### src/rtl/mips150_pkg.sv
// Shared MIPS150 definitions: word width, the NOP encoding, the default squash
// depth and the IF/ID pipeline register layout.
package mips150_pkg;

  localparam int WORD_W = 32;

  // sll $0,$0,0
  localparam logic [WORD_W-1:0] NOP_INSTR = 32'h0000_0000;

  localparam int FLUSH_DEPTH_DEF = 2;

  typedef struct packed {
    logic [WORD_W-1:0] instr;
    logic [WORD_W-1:0] pc;
    logic [WORD_W-1:0] pc_4;
    logic              valid;
  } if_id_t;

  // 32-bit modulo increment: 32'hFFFF_FFFC wraps to 0 with no carry out.
  function automatic logic [WORD_W-1:0] pc_plus4(input logic [WORD_W-1:0] pc);
    return pc + 32'd4;
  endfunction

endpackage

### src/rtl/fetch_skid_buf.sv
// One-entry skid buffer for the IMEM word that arrives on the first stall cycle,
// plus the mux choosing between the held word and live IMEM data.
module fetch_skid_buf
  import mips150_pkg::*;
(
  input  logic              CLK,
  input  logic              RST,
  input  logic              i_en,
  input  logic              i_flush,
  input  logic [WORD_W-1:0] i_imem_dout,
  output logic [WORD_W-1:0] o_f_instr
);

  logic              r_hold_valid;
  logic [WORD_W-1:0] r_hold_instr;
  logic              w_hold_valid_next;
  logic [WORD_W-1:0] w_hold_instr_next;

  // Next-state for the hold slot: the IMEM address keeps moving during a stall,
  // so only the first stall cycle's word is the one belonging to PC_IF.
  always_comb begin
    w_hold_valid_next = r_hold_valid;
    w_hold_instr_next = r_hold_instr;
    if (i_en || i_flush) begin
      w_hold_valid_next = 1'b0;
    end else if (!r_hold_valid) begin
      w_hold_valid_next = 1'b1;
      w_hold_instr_next = i_imem_dout;
    end else begin
      w_hold_valid_next = r_hold_valid;
      w_hold_instr_next = r_hold_instr;
    end
  end

  // Hold slot state register.
  always_ff @(posedge CLK) begin
    if (RST) begin
      r_hold_valid <= 1'b0;
      r_hold_instr <= 32'h0000_0000;
    end else begin
      r_hold_valid <= w_hold_valid_next;
      r_hold_instr <= w_hold_instr_next;
    end
  end

  // Fetched-word select.
  always_comb begin
    if (r_hold_valid) begin
      o_f_instr = r_hold_instr;
    end else begin
      o_f_instr = i_imem_dout;
    end
  end

endmodule

### src/rtl/if_id_stage.sv
// MIPS150 fetch-to-decode stage: IF/ID register, stall replay and post-redirect squash.
// Build option: define IF_DELAY_SLOT_EN to let the flush-cycle word enter ID as a delay slot.
module if_id_stage
  import mips150_pkg::*;
#(
  parameter int                FLUSH_DEPTH = FLUSH_DEPTH_DEF,
  parameter logic [WORD_W-1:0] NOP_WORD    = NOP_INSTR
) (
  input  logic              CLK,
  input  logic              RST,
  input  logic              EN,
  input  logic              flush,
  input  logic [WORD_W-1:0] PC_IF,
  input  logic [WORD_W-1:0] IMEM_DOUT,
  output logic [WORD_W-1:0] PC_4,
  output logic [WORD_W-1:0] ID_INSTR,
  output logic [WORD_W-1:0] ID_PC,
  output logic [WORD_W-1:0] ID_PC_4,
  output logic              ID_VALID
);

  localparam logic [1:0] SQUASH_LOAD = 2'(FLUSH_DEPTH - 1);

  logic [WORD_W-1:0] w_f_instr;
  logic              w_squash;
  logic [1:0]        r_squash_cnt;
  logic [1:0]        w_squash_cnt_next;
  if_id_t            r_id;
  if_id_t            w_id_next;

  fetch_skid_buf u_skid (
    .CLK         (CLK),
    .RST         (RST),
    .i_en        (EN),
    .i_flush     (flush),
    .i_imem_dout (IMEM_DOUT),
    .o_f_instr   (w_f_instr)
  );

  // Squash decision for the slot loading on this edge.
  always_comb begin
`ifdef IF_DELAY_SLOT_EN
    w_squash = (r_squash_cnt != 2'd0);
`else
    w_squash = flush | (r_squash_cnt != 2'd0);
`endif
  end

  // Squash counter: a flush reload wins over the decrement; stalls freeze it.
  always_comb begin
    w_squash_cnt_next = r_squash_cnt;
    if (flush) begin
      w_squash_cnt_next = SQUASH_LOAD;
    end else if (EN && (r_squash_cnt != 2'd0)) begin
      w_squash_cnt_next = r_squash_cnt - 2'd1;
    end else begin
      w_squash_cnt_next = r_squash_cnt;
    end
  end

  // IF/ID register next-state; the PC still advances for squashed slots.
  always_comb begin
    w_id_next = r_id;
    if (EN) begin
      w_id_next.pc   = PC_IF;
      w_id_next.pc_4 = pc_plus4(PC_IF);
      if (w_squash) begin
        w_id_next.instr = NOP_WORD;
        w_id_next.valid = 1'b0;
      end else begin
        w_id_next.instr = w_f_instr;
        w_id_next.valid = 1'b1;
      end
    end else begin
      w_id_next = r_id;
    end
  end

  // Pipeline and counter state registers.
  always_ff @(posedge CLK) begin
    if (RST) begin
      r_id.instr   <= NOP_WORD;
      r_id.pc      <= 32'h0000_0000;
      r_id.pc_4    <= 32'h0000_0000;
      r_id.valid   <= 1'b0;
      r_squash_cnt <= 2'd0;
    end else begin
      r_id         <= w_id_next;
      r_squash_cnt <= w_squash_cnt_next;
    end
  end

  assign PC_4     = pc_plus4(PC_IF);
  assign ID_INSTR = r_id.instr;
  assign ID_PC    = r_id.pc;
  assign ID_PC_4  = r_id.pc_4;
  assign ID_VALID = r_id.valid;

endmodule

### config.mk
export PLATFORM = sky130hd
export DESIGN_NAME = if_id_stage
export DESIGN_NICKNAME = d
export VERILOG_FILES = /design/src/rtl/mips150_pkg.sv /design/src/rtl/fetch_skid_buf.sv /design/src/rtl/if_id_stage.sv
export SDC_FILE = /design/constraint.sdc
export NUM_CORES = 1
export LEC_CHECK = 0
export CAP_MARGIN = 20
export CORE_ASPECT_RATIO = 1.5
export CORE_UTILIZATION = 30
export DETAILED_ROUTE_END_ITERATION = 10
export PLACE_DENSITY = 0.63
export SETUP_SLACK_MARGIN = 0.5
export SLEW_MARGIN = 15
export SYNTH_ARGS = -nofsm -noshare
export SYNTH_HDL_FRONTEND = slang
export SYNTH_SLANG_ARGS = --single-unit
export TNS_END_PERCENT = 30
### constraint.sdc
create_clock -name CLK -period 2.53 [get_ports CLK]
set_input_delay 0.253 -clock CLK [delete_from_list [all_inputs] [get_ports CLK]]
set_output_delay 0.253 -clock CLK [all_outputs]
set_load 0.02 [all_outputs]
Word level (Yosys, flattened, before mapping)
Index checks and enable logic that the tools add are counted.
{"block": "op_classes", "add_sub_neg": 2, "muxes": 6, "div": 0, "n_eq_ne": 0, "shift": 0, "multipliers": 0, "bitwise": 1, "reduce_logical": 5, "order_cmp": 0}
{"operator": "two-way mux 32 bit", "n": 2}
{"operator": "adder 32 x 3 -> 32 bit, second input constant", "n": 1}
{"operator": "two-way mux 1 bit", "n": 4}
{"operator": "nonzero test 2 bit", "n": 2}
{"operator": "OR reduction 2 bit", "n": 1}
{"operator": "subtractor 2 x 1 -> 2 bit, second input constant", "n": 1}
{"operator": "logical AND 1 bit", "n": 1}
{"operator": "logical OR 1 bit", "n": 1}
{"operator": "bitwise OR 1 bit", "n": 1}
{"block": "word_totals", "n_memories": 0, "ramBits": 0, "regBits": 132, "romBits": 0, "out_inout_bits": 129, "latchBits": 0}

Depth between registers and ports, before layout
Gate-level depths: netlist of run 1.
{"block": "logic_depth", "depth_word": 4, "ltp_mapped": 6, "depth_no_buf": 6}

Hierarchy
From an unflattened synthesis of run 1, not the netlist that was laid out.
{"block": "hier_totals", "cells_unflattened": 648, "hier_area_um2": 5983.2}
{"mod": "if_id_stage", "area_per_inst_um2": 4097.7, "seq_area_each_um2": 1941.9, "cells_each": 458, "n_inst": 1}
{"mod": "fetch_skid_buf", "area_per_inst_um2": 1885.6, "seq_area_each_um2": 660.6, "cells_each": 190, "n_inst": 1}

Least setup slack after synthesis of run 1
No wires, ideal clock.
{"block": "synth_timing", "path_type": "input to output", "start": "in PC_IF[10]", "end": "out PC_4[27]", "setup_slack_ps": 389, "required_ps": 2277, "cell_stages": 6, "t_arrival_ps": 1888, "path_buffers": 2, "cell_sequence": "nand4_2 or4_1 buf_2 clkbuf_1 o41ai_1 nand2_1"}
{"block": "synth_via", "elab_chain_cells": 1}
{"item": "from (decl)", "line": "if_id_stage.sv:13", "source": "input logic [WORD_W-1:0] PC_IF,"}
{"item": "adder 32 x 3 -> 32 bit", "line": "mips150_pkg.sv:21", "source": "return pc + 32'd4;"}
{"item": "to (decl)", "line": "if_id_stage.sv:15", "source": "output logic [WORD_W-1:0] PC_4,"}
No other way between the ends.

Worst setup path in the final report of run 1
{"block": "layout_timing", "start": "in PC_IF[15]", "end": "out PC_4[28]"}
The elaborated chain is that of the path after synthesis.

==> flow_summary.ini, run 1 <==
[worst_hold_path]
min_path_type = input port to flip-flop
holdPathStages = 4
min_from = PC_IF[18]
holdPathEnd = ID_PC[18]

[routing]
drt_iter0_markers = 243
wire_per_inst_um = 15.7
drcViolationCount = 0
drtPass1Iterations = 4
vias = 5556
via_per_inst = 4.78
drt_wl_total_mm = 18.3
ant_nets = 0

[cells_and_area]
syn2layout_area_growth_pct = 63.9
finalNonFillerCells = 1162
nets = 967
fin_util = 0.504
design_area_um2 = 9340
drive_gt1_frac = 0.235

[synth]
ys_types = 39
syn_inst = 633
synth.avg_cell_area_um2 = 9.00
ys.warnings.count = 0
synth-seq-area-share = 0.457
synth_fp_nets = 703
synth_seq_cells = 130
async_flop_share = 0
synthesis.area_um2 = 5700
synth_flop_cell = dfxtp_1
synth_edf_count = 0

[worst_setup_path]
rr_endpoint = ID_INSTR[13]
path_buf_inv = 3
worstPathArrival_ps = 1930
critPathMaxStageDelay_ps = 550
cp_slowest_cell = or4_4
cp_data_required_time_ps = 2280
rr_worst_depth = 4
rr_startpoint = u_skid.r_hold_valid
cp_common_cell = buf_6
start_kind = input port
cp_max_fo = 7
crit_family = simple AND/OR/NAND/NOR gates
end_kind = output port
path_cells = buf_6, nand4_1, or4_4, buf_6, or4_4, nand2_2, buf_6
rrSetupSlack_ps = 860
crit_type = input port to output port

[clock_network]
clock_path_buffers = 2
numClockSinks = 130
htree_num_levels = 4
cts_made_buffers = 17
cts.clk_slew.worst_paths_ps = 60
clk_latency_ps = 410
tritoncts = yes
cts_root_buf = clkbuf_16

[placed_design]
port_buffers = 196
dp.cells = 1111
dp.final_hpwl_mm = 12.8
post-place-ws_ps = -667
placed_area_um2 = 8420
place_congestion = 0.767

[sta]
fin_worst_skew_ps = 7.98
max_freq_mhz = 458
period_share = 0.864
fin_crit_ps = 2190
hold_violations = 0
finalSetupViolations = 0
slew_viol_final = 0
slew_headroom = 0.577
tightest_slew_ps = 631
rsz0062_at_grt = yes
setup_ws_ps = 344

[grt]
overflow = 0
antenna_found_initial = 1
grt_max_degree = 53
grt_pass1_vias = 5618
grt_first_pass_wirelength_mm = 29.1
grt.total_usage = 0.193

[die]
row_count = 61
start_util = 0.307
die_x_um = 115
core-area_um2 = 18500
io_pins = 197
dieArea_um2 = 19600
die_h_um = 171

[flow_run]
cap_violations = 0

[outcome]
status = complete, no violations

[power_and_ir_drop]
vdd_drop_max_v = 0.000345
power_density_nw_per_um2 = 619
leakagePower_nw = 3.68
-- state kept, by name, summed over array words and instances (netlist names) --
register / count
ID_INSTR: 32
ID_PC: 32
ID_PC_4: 30
ID_VALID: 1
r_squash_cnt: 2
u_skid.r_hold_instr: 32
u_skid.r_hold_valid: 1
-- tightest hold or removal path: stages --
cell	delay [ps]
buf_6	70
buf_4	100
mux2i_1	60
nor2_1	70
-- power by group --
part	internal (W)	switching, W
combinational	0.000494	0.000520
sequential	0.00217	0.0000638
clock	0.00162	0.000920
-- logic make-up (layout without fill, tap and decap cells) --
group / count (synthesis) / count (layout) / share of synthesized area
compound gates: 100 / 100 / 0.139
xor+xnor: 14 / 14 / 0.0215
fa+ha+maj: 2 / 2 / 0.00439
buf+inv: 88 / 364 / 0.0608
flops: 130 / 130 / 0.457
mux: 72 / 72 / 0.128
other cells: 0 / 1 / 0
simple gates: 227 / 227 / 0.189
-- area by class of cell --
class                   instances  area, um^2
diodes                          1        2.50
clock buffers                  22         474
multi-input cells             415        2970
inverters                      36         135
fillers                      1803        9210
clock inverters                 9         130
flip-flops and latches        130        2600
repair buffers                297        2710
well taps                     252         315
-- worst max-delay path by stage --
stage / end / depth (start not counted) / slack [ps] / startpoint
3_5_place_dp: PC_4[28] / 7 / -670 / PC_IF[8]
6_report: PC_4[28] / 7 / 340 / PC_IF[15]
2_1_floorplan: PC_4[27] / 6 / 490 / PC_IF[10]
3_3_place_gp: PC_4[28] / 7 / -650 / PC_IF[8]
5_1_grt: PC_4[28] / 7 / 290 / PC_IF[15]
4_1_cts: PC_4[28] / 7 / 340 / PC_IF[15]
-- routing by layer --
metal	track usage	part of all wire
met5	0	0
met4	0.0830	0.019
met2	0.350	0.52
met3	0.0517	0.059
met1	0.209	0.40
-- Yosys cell counts, drive strengths merged, types with 3 or more instances --
cell | n | share of area
a211oi | 29 | 0.038
a22oi | 7 | 0.0092
a311oi | 15 | 0.023
and4 | 5 | 0.0077
buf | 11 | 0.010
clkbuf | 41 | 0.027
dfxtp | 130 | 0.46
inv | 35 | 0.023
mux2 | 7 | 0.014
mux2i | 65 | 0.11
nand2 | 25 | 0.016
nand3 | 11 | 0.0097
nand4 | 12 | 0.014
nor2 | 118 | 0.078
nor2b | 26 | 0.029
nor3 | 6 | 0.0053
o21a | 6 | 0.0079
o21ai | 4 | 0.0035
o31ai | 9 | 0.012
o32ai | 25 | 0.038
or3 | 4 | 0.0044
or4 | 10 | 0.013
xnor2 | 11 | 0.017
xor2 | 3 | 0.0046
-- stage by stage --
stage	total power [W]	setup TNS, ps	hold WS (ps)
finish	0.00579	0	175
global route	0.00603	0	176
CTS	0.00585	0	163
detailed placement	0.00327	-9300	476
global placement	0.00327	-9000	467
floorplan	0.00275	0	353
-- what timing repair did --
action,CTS,global route
gates resized for setup,221,10
cloned,1,0
hold buffers,0,0
endpoints found under the setup margin,37,22
pin swaps,29,2
setup buffers,18,0
-- cell usage in the layout, fill, tap and decap left out, types with 5 or more instances in the layout --
cell,instances
a211oi_1,29
a22oi_1,7
a311oi_1,15
buf_2,10
buf_4,98
buf_6,23
clkbuf_16,17
clkdlybuf4s15_2,5
clkdlybuf4s50_1,144
dfxtp_1,129
dlygate4sd2_1,15
inv_1,35
mux2_2,7
mux2i_1,65
nand2_1,14
nand2_2,9
nand3_1,10
nand4_1,11
nor2_1,117
nor2b_1,26
nor3_1,6
o21a_1,6
o32ai_1,25
or4_4,8
xnor2_1,10
(Power assumes the default switching activity.)
==> inputs of run 2 (changes only) <==
CORE_UTILIZATION = 39   (was 30)
PLACE_DENSITY = 0.77   (was 0.63)
==> flow_summary.ini, run 2 (synthesized netlist as in run 1, its figures left out) <==
[cells_and_area]
design_area_um2 = 9150
drive_gt1_frac = 0.226
nets = 963
syn2layout_area_growth_pct = 60.6
finalNonFillerCells = 1100
final_common_cell = clkdlybuf4s50_1
mostFrequentLayoutCells = 144 x clkdlybuf4s50_1, 129 x dfxtp_1, 117 x nor2_1

[routing]
drcViolationCount = 0
drt_iter0_markers = 196
wire_per_inst_um = 16.4
via_per_inst = 5.12
drt_wl_total_mm = 18.0
vias = 5635
ant_nets = 0
drtPass1Iterations = 5

[grt]
grt_first_pass_wirelength_mm = 28.0
overflow = 0
grt_pass1_vias = 5593
grt_max_degree = 56
grt.total_usage = 0.240
antenna_found_initial = 0

[sta]
period_share = 0.866
slew_headroom = 0.578
fin_tns_setup_ps = 0
hold_violations = 0
slew_viol_final = 0
max_freq_mhz = 456
finalSetupViolations = 0
tightest_slew_ps = 630
fin_crit_ps = 2190
rsz0062_at_grt = yes
fin_hold_ws_ps = 182
fin_worst_skew_ps = 8.63

[worst_hold_path]
min_from = PC_IF[18]
holdPathEnd = ID_PC[18]
holdPathStages = 4
min_path_type = input port to flip-flop

[die]
dieArea_um2 = 15100
io_pins = 197
row_count = 53
die_x_um = 101
die_h_um = 150
core-area_um2 = 14100
start_util = 0.403

[power_and_ir_drop]
power_density_nw_per_um2 = 613
power_frac_clock = 0.423
vdd_drop_max_v = 0.000388
swShare = 0.261
pwr-share-comb = 0.180
leakagePower_nw = 3.63
power_w = 0.00561
intPower_w = 0.00415
pwr-share-seq = 0.397
power.switching_w = 0.00147

[placed_design]
dp.cells = 1054
placed_area_um2 = 8360
place_congestion = 0.858
dp.final_hpwl_mm = 12.3
port_buffers = 196

[clock_network]
tritoncts = yes
clock_path_buffers = 2
htree_num_levels = 4
cts_made_buffers = 17
clk_latency_ps = 410
cts.clk_slew.worst_paths_ps = 60
cts_root_buf = clkbuf_16
postCtsHoldBufs = 0
numClockSinks = 130

[worst_setup_path]
rr_worst_depth = 4
rrSetupSlack_ps = 800
rr_startpoint = u_skid.r_hold_valid
cp_data_required_time_ps = 2280
start_kind = input port
rr_endpoint = ID_INSTR[12]
cp_max_fo = 3
crit_type = input port to output port
end_kind = output port
worstPathArrival_ps = 1940

[outcome]
status = complete, no violations

[flow_run]
cap_violations = 0
## run 2: worst max-delay path, stage by stage
cell,delay (ps)
clkdlybuf4s50_1,540
and3_4,210
nand4_1,130
buf_4,190
or4_4,430
nand2_2,80
buf_6,110
## run 2: power by group through the flow
stage / clock network, W / logic, W / registers (W)
after floorplan: 0 / 0.000391 / 0.00236
after global placement: 0 / 0.000989 / 0.00227
after detailed placement: 0 / 0.000998 / 0.00227
after CTS: 0.00240 / 0.00101 / 0.00223
after global routing: 0.00251 / 0.00108 / 0.00224
final: 0.00238 / 0.00101 / 0.00223
## run 2: per-stage QoR
stage                     utilization  worst slack, ps
after floorplan                     -              485
final                           0.648              339
after global routing            0.648              259
after detailed placement        0.592             -650
after CTS                       0.645              374
after global placement          0.592             -622
## run 2: per-layer routing
layer	up-vias	GRT usage	wire [um]
li1	2765	-	-
met1	2667	0.254	7010
met2	170	0.442	9580
met3	33	0.0677	963
met4	0	0.0942	451
met5	-	0	0
## run 2: layout make-up
cell class | count | area [um^2]
Fill cell | 1157 | 4970
Multi-Input combinational cell | 415 | 2930
Sequential cell | 130 | 2600
Clock inverter | 10 | 109
Timing Repair Buffer | 293 | 2670
Clock buffer | 22 | 464
Antenna cell | 2 | 5.00
Inverter | 36 | 135
Tap cell | 192 | 240
## run 2: repair_timing
action | CTS | global route
setup endpoints to repair | 38 | 23
pin swaps | 32 | 5
gates resized for setup | 201 | 12
gates cloned | 1 | 0
buffers inserted | 10 | 1
## run 2: how the worst max path moves through the flow
stage                     startpoint       end  slack, ps  depth (start not counted)
final                      PC_IF[25]  PC_4[29]        340                          7
after global routing       PC_IF[13]  PC_4[19]        260                          8
after CTS                  PC_IF[15]  PC_4[28]        370                          7
after detailed placement    PC_IF[8]  PC_4[26]       -650                          7
after global placement      PC_IF[8]  PC_4[25]       -620                          7
after floorplan            PC_IF[10]  PC_4[27]        490                          6
